--- config.mk ---
export PLATFORM = sky130hd
export DESIGN_NAME = updown_counter
export DESIGN_NICKNAME = d
export VERILOG_FILES = /design/src/rtl/updown_counter.sv
export SDC_FILE = /design/constraint.sdc
export NUM_CORES = 1
export LEC_CHECK = 0
export BUFFER_PORTS_ARGS = -buffer_cell sky130_fd_sc_hd__buf_4
export CAP_MARGIN = 20
export CORE_AREA = 2 2 39 41
export DETAILED_ROUTE_END_ITERATION = 7
export DIE_AREA = 0 0 41 43
export PLACE_DENSITY = 0.65
export SETUP_SLACK_MARGIN = 0.4
export SKIP_CTS_REPAIR_TIMING = 1
export SLEW_MARGIN = 30
export SYNTH_ARGS = -nofsm -noshare
export SYNTH_HDL_FRONTEND = slang
export SYNTH_SLANG_ARGS = --single-unit
--- constraint.sdc ---
create_clock -name clk -period 3.2 [get_ports clk]
set_input_delay 0.16 -clock clk [delete_from_list [all_inputs] [get_ports clk]]
set_output_delay 0.16 -clock clk [all_outputs]
set_load 0.05 [all_outputs]
--- src/rtl/updown_counter.sv ---
// Free-running WIDTH-bit up/down counter with a one-cycle wrap pulse; no enable, no backpressure.
// The new count and wrap are both registered and visible right after the sampling clk edge.
module updown_counter #(
    parameter int                WIDTH       = 8,
    parameter logic [WIDTH-1:0]  RESET_VALUE = '0
) (
    input  logic             clk,
    input  logic             reset,
    input  logic             up_down,
    output logic [WIDTH-1:0] count,
    output logic             wrap
);

    localparam logic [WIDTH-1:0] ONE   = {{(WIDTH-1){1'b0}}, 1'b1};
    localparam logic [WIDTH-1:0] ALL_1 = '1;
    localparam logic [WIDTH-1:0] ALL_0 = '0;

    logic [WIDTH-1:0] count_q, count_d;
    logic             wrap_q,  wrap_d;

    // Wrap is decided from the pre-step value, so it lines up with the edge that wraps.
    always_comb begin
        count_d = count_q;
        wrap_d  = 1'b0;
        if (up_down) begin
            count_d = count_q + ONE;
            wrap_d  = (count_q == ALL_1);
        end else begin
            count_d = count_q - ONE;
            wrap_d  = (count_q == ALL_0);
        end
    end

    always_ff @(posedge clk or negedge reset) begin
        if (!reset) begin
            count_q <= RESET_VALUE;
            wrap_q  <= 1'b0;
        end else begin
            count_q <= count_d;
            wrap_q  <= wrap_d;
        end
    end

    assign count = count_q;
    assign wrap  = wrap_q;

endmodule

==> impl_summary.md, run 1 <==
Drt
The average wire length per cell after detail routing is about 14 µm. In the routed layout, each cell is associated on average with a via count of roughly 5.7. After detailed routing, the total wire length is 1.25 mm.

In this run the remaining antenna-violating nets after routing total 0. In this run, the number of DRC markers left after iteration 0 of detailed routing was 8. The first detailed-routing pass took 4 iterations. After detailed routing, the number of remaining DRC violations is 0.

The total via count in the routed design is 499.

Layout
The number of antenna diodes in the final layout is 0. The most common cell after layout, fill and taps aside is buf_4. The final core area utilization is 0.513.

Leaving out fill and tap cells, the most frequent cells in the layout are 11 x buf_4, 9 x dfrtp_1, 6 x ha_1. Leaving out filler cells and counting taps, the final layout contains 88. The layout-stage area growth over the synthesis result is 24.3%. Summing all multi-input logic gate instances after layout gives 334 µm². Summing all flip-flop and latch instances after layout gives around 230 µm². The share of post-route cells with drive strength above 1 is 0.208. At the end of the flow, the number of nets in the layout was just over 80. The filler cell count in the final layout is between 100 and 150.

Logic synthesis
After synthesis, the netlist uses 23 different library cells. The area fraction in compound gates after synthesis was 0.204. The summed instance area of the synthesized netlist is ~570 µm². The post-synthesis sequential area ratio is 0.395. The share of cell area taken by muxes after synthesis is 0. Synthesis produced between 50 and 60 cells. The number of nets in the synthesized netlist is 66. The Yosys step of the flow raised 0 warnings. Of the total synthesized cell area, the portion taken by full adders, half adders and majority gates is 0.167.

The xor and xnor fraction of the mapped netlist area is 0.0768. The post-synthesis share of cell area spent on and, or, nand and nor gates is 0.138. The flip-flop and latch count after synthesis is 9. The main combinational cell family by area after synthesis is compound AO/OA/AOI/OAI gates. The average size of a mapped cell is 10.2 µm².

Critical path
The kind of launch point of the worst setup path is a register. The capture point of the worst reg-to-reg path is count[4]. In this run the register-to-register setup slack is between 1.5 and 2 ns. The type of the worst setup path is reg -> reg. In this run the worst path has a maximum fanout of 7.

STA classifies the critical path endpoint as a register. Data on the critical path is required at its endpoint by 3.38 ns. The number of cells traversed by the worst register-to-register path is 4. The source of the worst register-to-register timing path is count[0].

The data arrival time of the critical path is around 1.8 ns.

Die
The core outline area is 0.00138 mm². The die is 43 µm tall. For this design the top-level I/O count stands at 12. The starting density of the core is 0.412. The width of the die is 41 µm. The total number of placement rows is 14. The die covers 0.00176 mm².

Timing
Static timing analysis puts the maximum clock frequency at 625 MHz. Setup repair after global routing left no endpoint under its margin. Setup slack closes at 1.60 ns.

The portion of the clock cycle consumed by the worst path in the final layout is 0.500. For the final routed database, the setup TNS stands at 0 ns. The minimum period implied by the final worst setup slack is 1.60 ns. The measured slew at the worst slew-check pin is 0.369 ns.

The hold violation total from the final report was 0. The largest clock skew in the final design is about 0.0043 ns. Setup violations remaining at the end of the flow were counted as 0. The headroom to the max-slew limit is 0.753. The number of pins exceeding their max-slew limit in the final report is 0.

Placement
In this run the tool buffered the top-level ports with 11 buffer cells. The total placed cells including tap cells is slightly above 80. After legalization and detailed placement, the total HPWL measured ~980 µm. The setup slack after placement is between 1.5 and 2 ns. The congestion estimate from routability-driven global placement came to between 0.7 and 0.8.

CTS
In this run the deepest clock path goes through 2 buffers. The number of sinks handled by clock tree synthesis is 9. The cell sitting at the root of the clock tree is a clkbuf_4. The clock latency of the later-clocked register in the worst-skew pair is 0.26 ns. The number of levels in the clock H-tree is 1.

The number of buffers created by CTS is 3. After clock tree synthesis, the clock-pin slew on the worst setup and hold paths is 0.06 ns. TritonCTS built the clock tree.

Status
The run finished with clean final reports.

Run
Max-cap violations in this run came to 0.

Global route
The initial antenna violation count came to 0. The number of global-route vias before repair was 453. The first global-routing pass estimated 2.00 mm of wire. The pin count of the biggest net entering global routing is 10. Across every metal layer, demand over resource in global routing totals 0.170. Global routing finished with a remaining overflow of 0.

Min path
The worst hold path terminates at wrap. The number of cells on the worst hold path is 3. The start point of the worst hold path is up_down. The worst min-delay path class is in -> reg.
-- how the worst max path moves through the flow --
stage / startpoint / endpoint / slack [ns]
finish: count[0] / count[4] / 1.60
global route: count[0] / count[6] / 1.48
CTS: count[0] / count[6] / 1.59
detailed placement: count[0] / count[6] / 1.60
global placement: count[0] / count[6] / 1.59
floorplan: count[0] / count[6] / 1.44
-- cells in the mapped netlist --
cell       instances  area share
inv_1              3       0.020
a21o_1             1       0.013
a21oi_1            5       0.044
dfrtp_1            9        0.39
o211ai_1           3       0.039
nor2_1             1      0.0066
nor3b_1            2       0.026
a21o_2             1       0.015
a2bb2oi_1          1       0.015
xnor2_1            2       0.031
nand3_1            2       0.018
a211oi_1           2       0.026
or4b_1             1       0.018
a31oi_1            1       0.011
nand4_1            2       0.022
o31ai_1            1       0.013
xor2_1             3       0.046
o21ai_0            3       0.026
nand2_1            3       0.020
fa_1               1       0.035
nor4_1             1       0.011
nor3_1             2       0.018
ha_1               6        0.13
-- cell families (layout without fill, tap and decap cells) --
kind of cell	after synthesis	in the layout
AO/OA/AOI/OAI	18	18
AND/OR/NAND/NOR	14	14
buffers and inverters	3	19
adder cells (fa/ha/maj)	7	7
XOR/XNOR	5	5
flip-flops	9	9
-- layer usage --
| metal | wire length (µm) | up-vias | global-route usage | part of all wire |
|---|---|---|---|---|
| met3 | 64 | 2 | 0.0314 | 0.051 |
| met1 | 556 | 231 | 0.229 | 0.45 |
| met4 | 18 | 0 | 0.0800 | 0.014 |
| met5 | 0 | - | 0 | 0 |
| li1 | - | 247 | - | - |
| met2 | 610 | 19 | 0.253 | 0.49 |
-- cell type report --
type | count | share of cell area
Clock buffer | 4 | 0.0370
Tap cell | 16 | 0.0282
Timing Repair Buffer | 12 | 0.131
Multi-Input combinational cell | 44 | 0.471
Inverter | 3 | 0.0159
Sequential cell | 9 | 0.317
-- flip-flops by register name (all words and copies together) (netlist names) --
name   count
wrap       1
count      8
-- through the flow --
stage	area [µm²]	hold WS, ns
CTS	699	-0.288
finish	709	0.201
global route	709	0.206
floorplan	571	-0.136
global placement	673	-0.0115
detailed placement	673	-0.00844
-- worst max-delay path, stage by stage (launching register included) --
cell and delay, ns:
dfrtp_1 0.46, fa_1 0.48, a21o_2 0.23, a21oi_1 0.20, xnor2_1 0.14
Power of run 1 is left out: the tool's default activity adds up to more than one toggle a clock period on the data nets, which glitch-free logic cannot reach.
==> run 2: changes to the inputs <==
Clock period 3.2 ns to 1.56 ns, I/O delays scaled along.
==> impl_summary.md, run 2 (synthesis gave the netlist of run 1 again) <==
Die
The full die area is 0.00176 mm² (unchanged). The die height is 43 µm (unchanged). The starting density of the core was 0.412 (unchanged). The number of ports placed on the die boundary is 12 (unchanged). The width of the die came to 41 µm (unchanged). The core outline area is 0.00138 mm² (unchanged). The total number of placement rows came to 14 (unchanged).

Global route
The initial antenna violation count is 0 (unchanged). The global route total overflow is 0 (unchanged). The first-pass GRT wire length came to 2.37 mm (was 2.00 mm). The number of global-route vias before repair is 520 (was 453). The global routing usage summed across all routing layers is 0.201 (was 0.170). The pin count of the biggest net entering global routing is 10 (unchanged).

CTS
The clock latency of the later-clocked register in the worst-skew pair is 0.27 ns (was 0.26 ns). The number of levels in the clock H-tree was 1 (unchanged). The clock-pin slew on the worst setup and hold paths is 0.06 ns (about the same). The number of sinks handled by clock tree synthesis is 9 (unchanged). The clock tree from TritonCTS is done (unchanged).

The number of buffers created by CTS is 3 (unchanged). The cell chosen for the clock root is clkbuf_4 (unchanged). The number of buffers on the longest clock path is 2 (unchanged).

Timing
The largest clock skew in the final design is 0.000189 ns (was 0.00425 ns). The minimum setup slack in the final design is 0.0728 ns (was 1.60 ns). The portion of the clock cycle consumed by the worst path in the final layout is 0.953 (was 0.500).

The highest clock rate was 672 MHz (was 625 MHz). The hold violation total from the final report is 0 (unchanged). The headroom to the max-slew limit is 0.699 (was 0.753).

The number of pins exceeding their max-slew limit in the final report is 0 (unchanged). The measured slew at the worst slew-check pin is 0.451 ns (was 0.369 ns). The setup-violating endpoint count in the final report is 0 (unchanged). The minimum period implied by the final worst setup slack is 1.49 ns (was 1.60 ns).

Setup repair after global routing missed its margin: true (was false).

Layout
Most frequent cells in the layout: 15 x buf_4, 7 x dfrtp_2, 6 x ha_4 (was 11 x buf_4, 9 x dfrtp_1, 6 x ha_1). The share of post-route cells with drive strength above 1 came to 0.525 (was 0.208). The diode insertion count for antenna repair came to 0 (unchanged). The post-layout net count is 91 (was 83). The filler cell count in the final layout is 106 (was 135).

The most common cell after layout, fill and taps aside is buf_4 (unchanged). The layout-stage area growth over the synthesis result is 60.3% (was 24.3%). The number of non-filler instances in the completed layout is 96 (was 88). The final core area utilization was 0.661 (was 0.513). The flip-flop count of the largest register after layout is 8 (unchanged).

Critical path
The sort of element at the end of the critical path was a register (unchanged). The worst path required time is 1.76 ns (was 3.38 ns). The data arrival time of the critical path is 1.69 ns (was 1.78 ns). The type of the worst setup path is reg -> reg (unchanged).

The kind of launch point of the worst setup path is a register (unchanged). The critical-path maximum fanout is 5 (was 7).

Drt
The number of routed nets with antenna violations is 0 (unchanged). The average wire length per cell after detail routing came to 15.2 µm (was 14.2 µm). The ratio of routed vias to standard cells came to 5.50 (was 5.67).

The total via count in the routed design came to 528 (was 499). The post-detailed-route DRC marker count is 0 (unchanged). The aggregate routed wire length is 1.46 mm (was 1.25 mm). The number of DRC markers after the initial detailed-route iteration was 10 (was 8). The detailed-router iteration count before antenna repair is 4 (unchanged).

Power
The largest vdd supply drop is 1650 µV. Summed over all cells, the static leakage comes to 0.000365 µW. For this design the ratio of total power to cell area is 2430 mW/mm².

Placement
The total placed cells including tap cells is 87 (was 83). The setup slack after placement is 0.0346 ns (was 1.60 ns). The final RePlAce weighted congestion came to 0.719 (was 0.756). The placed wire-length estimate is 999 µm (was 984 µm). The count of buffers from port buffering was 11 (unchanged).

Status
Result of the run: completed (unchanged).

Min path
The worst min-delay path class is in -> async (was in -> reg).

Run
The number of max-capacitance violations reported came to 0 (unchanged).
==> run 2: changes by cell type in the layout (fill, tap and decap cells not counted), sizes merged <==
cell,delta
buf,+8
==> run 2: worst paths after layout <==
| kind | startpoint | endpoint | slack (ns) | cells after the start |
|---|---|---|---|---|
| min | reset | wrap | 0.17 | 2 |
| min in group clk | up_down | wrap | 0.22 | 4 |
| min reg2reg | count[0] | count[0] | 0.60 | 2 |
| max reg2reg | count[2] | count[6] | 0.07 | 4 |
| max in group asynchronous | reset | count[4] | 1.24 | 2 |
| max | count[2] | count[6] | 0.07 | 4 |
==> run 2: worst max-delay path, cell delays in order (launching register included) <==
cell      delay [ns]
dfrtp_2         0.42
ha_4            0.31
a211oi_2        0.08
or4b_1          0.51
nand4_1         0.10
==> run 2: per-layer routing <==
layer / part of all wire / global-route usage
met1: 0.43 / 0.263
met2: 0.52 / 0.288
met3: 0.035 / 0.0785
met4: 0.013 / 0.0800
met5: 0 / 0
==> run 2: final cells by class <==
class                      count  area, µm²  share of cell area
sequential                     9        234               0.256
timing repair buffer          20        176               0.193
tap                           16       20.0              0.0219
multi-input combinational     44        447               0.488
inverter                       3       11.3              0.0123
clock buffer                   4       26.3              0.0287
==> run 2: power breakdown <==
| group | internal (µW) | leakage (µW) | switching (µW) |
|---|---|---|---|
| logic | 709 | 0.000252 | 827 |
| registers | 354 | 0.0000980 | 141 |
| clock network | 99.1 | 0.0000150 | 88.6 |
| total | 1160 | 0.000365 | 1060 |
==> run 2: metrics by stage <==
stage	setup TNS [ns]	instance area, µm²	hold slack (ns)	power, µW
after global placement	0	768	-0.0901	1720
after global routing	0	915	0.180	2380
after detailed placement	0	768	-0.0891	1750
after floorplan	-0.00677	623	-0.218	1410
final	0	915	0.172	2220
after CTS	-0.00236	795	-0.380	1950
Note: power is estimated with default switching activity, not from simulation.
==> run 3: changes to the inputs <==
Settings changed: CELL_PAD_IN_SITES_DETAIL_PLACEMENT from default to 1, CELL_PAD_IN_SITES_GLOBAL_PLACEMENT from default to 1, CORE_AREA 2 2 39 41 to default, CORE_MARGIN from default to 2, CORE_UTILIZATION from default to 39, DIE_AREA 0 0 41 43 to default, PLACE_DENSITY 0.65 to default, PLACE_DENSITY_LB_ADDON from default to 0.1.
==> impl_summary.md, run 3 (synthesis gave the netlist of run 1 again) <==
Die
The starting density of the core came to 0.428 (was 0.412). The core outline area was 0.00133 mm² (was 0.00138 mm²). The width of the die is 42.3 µm (was 41 µm).

The total number of placement rows is 13 (was 14). The number of ports placed on the die boundary is 12 (unchanged). The full die area came to 0.00179 mm² (was 0.00176 mm²). The die height is 42.3 µm (was 43 µm).

Layout
The post-layout net count is 96 (was 91). The filler cell count in the final layout is 131 (was 106). The final core area utilization is 0.707 (was 0.661). The diode insertion count for antenna repair came to 0 (unchanged).

The most common cell after layout, fill and taps aside was buf_4 (unchanged). Most frequent cells in the layout: 24 x buf_4, 7 x dfrtp_2, 6 x ha_4 (was 15 x buf_4, 7 x dfrtp_2, 6 x ha_4). The layout-stage area growth over the synthesis result is 65.4% (was 60.3%). The flip-flop count of the largest register after layout is 8 (unchanged). The share of post-route cells with drive strength above 1 is 0.612 (was 0.525).

Power
The cell-internal power is 1260 µW (was 1160 µW). The sequential share of power is 0.198 (was 0.223). The total power per unit cell area is 2670 mW/mm² (was 2430 mW/mm²). The net switching component of the power came to 1260 µW (was 1060 µW). The switching power as a share of total power is 0.501 (was 0.476). The part of the power in combinational logic is 0.728 (was 0.692).

The largest vdd supply drop came to 1280 µV (was 1650 µV). The overall power of the completed layout is 2520 µW (was 2220 µW). The leakage component of the power was 0.000385 µW (was 0.000365 µW). The clock power share is 0.074 (was 0.085).

CTS
The number of buffers created by CTS is 3 (unchanged). The number of levels in the clock H-tree is 1 (unchanged). The cell chosen for the clock root was clkbuf_4 (unchanged). The number of sinks handled by clock tree synthesis is 9 (unchanged).

The number of buffers on the longest clock path is 2 (unchanged). The clock tree from TritonCTS is done (unchanged). The clock latency of the later-clocked register in the worst-skew pair is 0.26 ns (was 0.27 ns).

The clock-pin slew on the worst setup and hold paths is 0.07 ns (was 0.06 ns).

Drt
The number of routed nets with antenna violations came to 0 (unchanged). The ratio of routed vias to standard cells is 6.17 (was 5.50). The post-detailed-route DRC marker count is 0 (unchanged). The detailed-router iteration count before antenna repair is 4 (unchanged). The aggregate routed wire length was 2.35 mm (was 1.46 mm). The number of DRC markers after the initial detailed-route iteration is 9 (was 10). The total via count in the routed design is 617 (was 528). The average wire length per cell after detail routing came to 23.5 µm (was 15.2 µm).

Critical path
The kind of launch point of the worst setup path is a register (unchanged). The critical-path maximum fanout was 5 (unchanged). The sort of element at the end of the critical path is a register (unchanged).

The type of the worst setup path is reg -> reg (unchanged). The worst path required time is 1.66 ns (was 1.76 ns). The flop-to-flop setup slack is -0.02 ns (was 0.07 ns). The data arrival time of the critical path came to 1.68 ns (was 1.69 ns).

Placement
The count of buffers from port buffering is 11 (unchanged). The final RePlAce weighted congestion is 0.776 (was 0.719). The placed wire-length estimate came to 1.26 mm (was 999 µm).

Timing
The minimum setup slack in the final design is -0.0222 ns (was 0.0728 ns). The portion of the clock cycle consumed by the worst path in the final layout is 1.01 (was 0.953). The largest clock skew in the final design was 0.00712 ns (was 0.000189 ns). The final-layout worst hold slack came to 0.156 ns (was 0.172 ns). The number of pins exceeding their max-slew limit in the final report is 0 (unchanged). The minimum period implied by the final worst setup slack is 1.58 ns (was 1.49 ns). The setup-violating endpoint count in the final report is 1 (was 0).

The measured slew at the worst slew-check pin was 0.442 ns (was 0.451 ns). The highest clock rate was 632 MHz (was 672 MHz). The headroom to the max-slew limit is 0.705 (was 0.699).

The hold violation total from the final report is 0 (unchanged). Setup repair after global routing missed its margin: true (unchanged). The final setup TNS came to -0.0222 ns (was 0 ns).

Global route
The initial antenna violation count is 0 (unchanged). The first-pass GRT wire length is 2.74 mm (was 2.37 mm). The number of global-route vias before repair is 586 (was 520).

The global route total overflow was 0 (unchanged). The pin count of the biggest net entering global routing is 10 (unchanged). The global routing usage summed across all routing layers was 0.205 (was 0.201).

Min path
The worst min-delay path class is in -> reg (was in -> async).

Status
The final reports fail on negative setup slack. Result of the run: finished, violations left (was completed).

Run
The number of max-capacitance violations reported was 0 (unchanged).
[run 3: final cells by class]
class / instances / area (µm²) / area share
Timing Repair Buffer: 25 / 190 / 0.202
Tap cell: 15 / 18.8 / 0.0199
Inverter: 3 / 11.3 / 0.0119
Sequential cell: 9 / 234 / 0.248
Clock buffer: 4 / 26.3 / 0.0279
Multi-Input combinational cell: 44 / 463 / 0.491
[run 3: layer usage]
| metal | part of all wire | global-route usage | vias up |
|---|---|---|---|
| met1 | 0.42 | 0.255 | 325 |
| met5 | 0 | 0 | - |
| met4 | 0.0047 | 0.0938 | 0 |
| met3 | 0.041 | 0.0302 | 2 |
| met2 | 0.53 | 0.348 | 19 |
| li1 | - | - | 271 |
[run 3: stage by stage]
step                std cells  worst slack [ns]  area [µm²]
floorplan                  56          -0.00430         623
global placement           86          -0.00332         754
detailed placement         86           -0.0620         754
CTS                        90           -0.0871         781
global route              100           -0.0464         943
finish                    100           -0.0222         943
[run 3: path summary, 6_finish.rpt]
kind | startpoint | to | cells past startpoint
max | count[1] | count[6] | 4
min | up_down | wrap | 3
max reg2reg | count[1] | count[6] | 4
min reg2reg | count[0] | count[1] | 1
max in group asynchronous | reset | count[4] | 2
min in group asynchronous | reset | count[0] | 2
[run 3: critical path, cell delays in order (launching register included)]
cell      delay (ns)
dfrtp_2         0.46
fa_2            0.42
a211oi_2        0.22
or4b_1          0.17
nand4_1         0.14
[run 3: power by group through the flow]
| stage | logic (µW) | clock network [µW] | registers [µW] |
|---|---|---|---|
| after CTS | 1310 | 194 | 488 |
| after floorplan | 615 | 0 | 798 |
| final | 1830 | 188 | 499 |
| after global routing | 1930 | 206 | 510 |
| after detailed placement | 1300 | 0 | 493 |
| after global placement | 1250 | 0 | 483 |
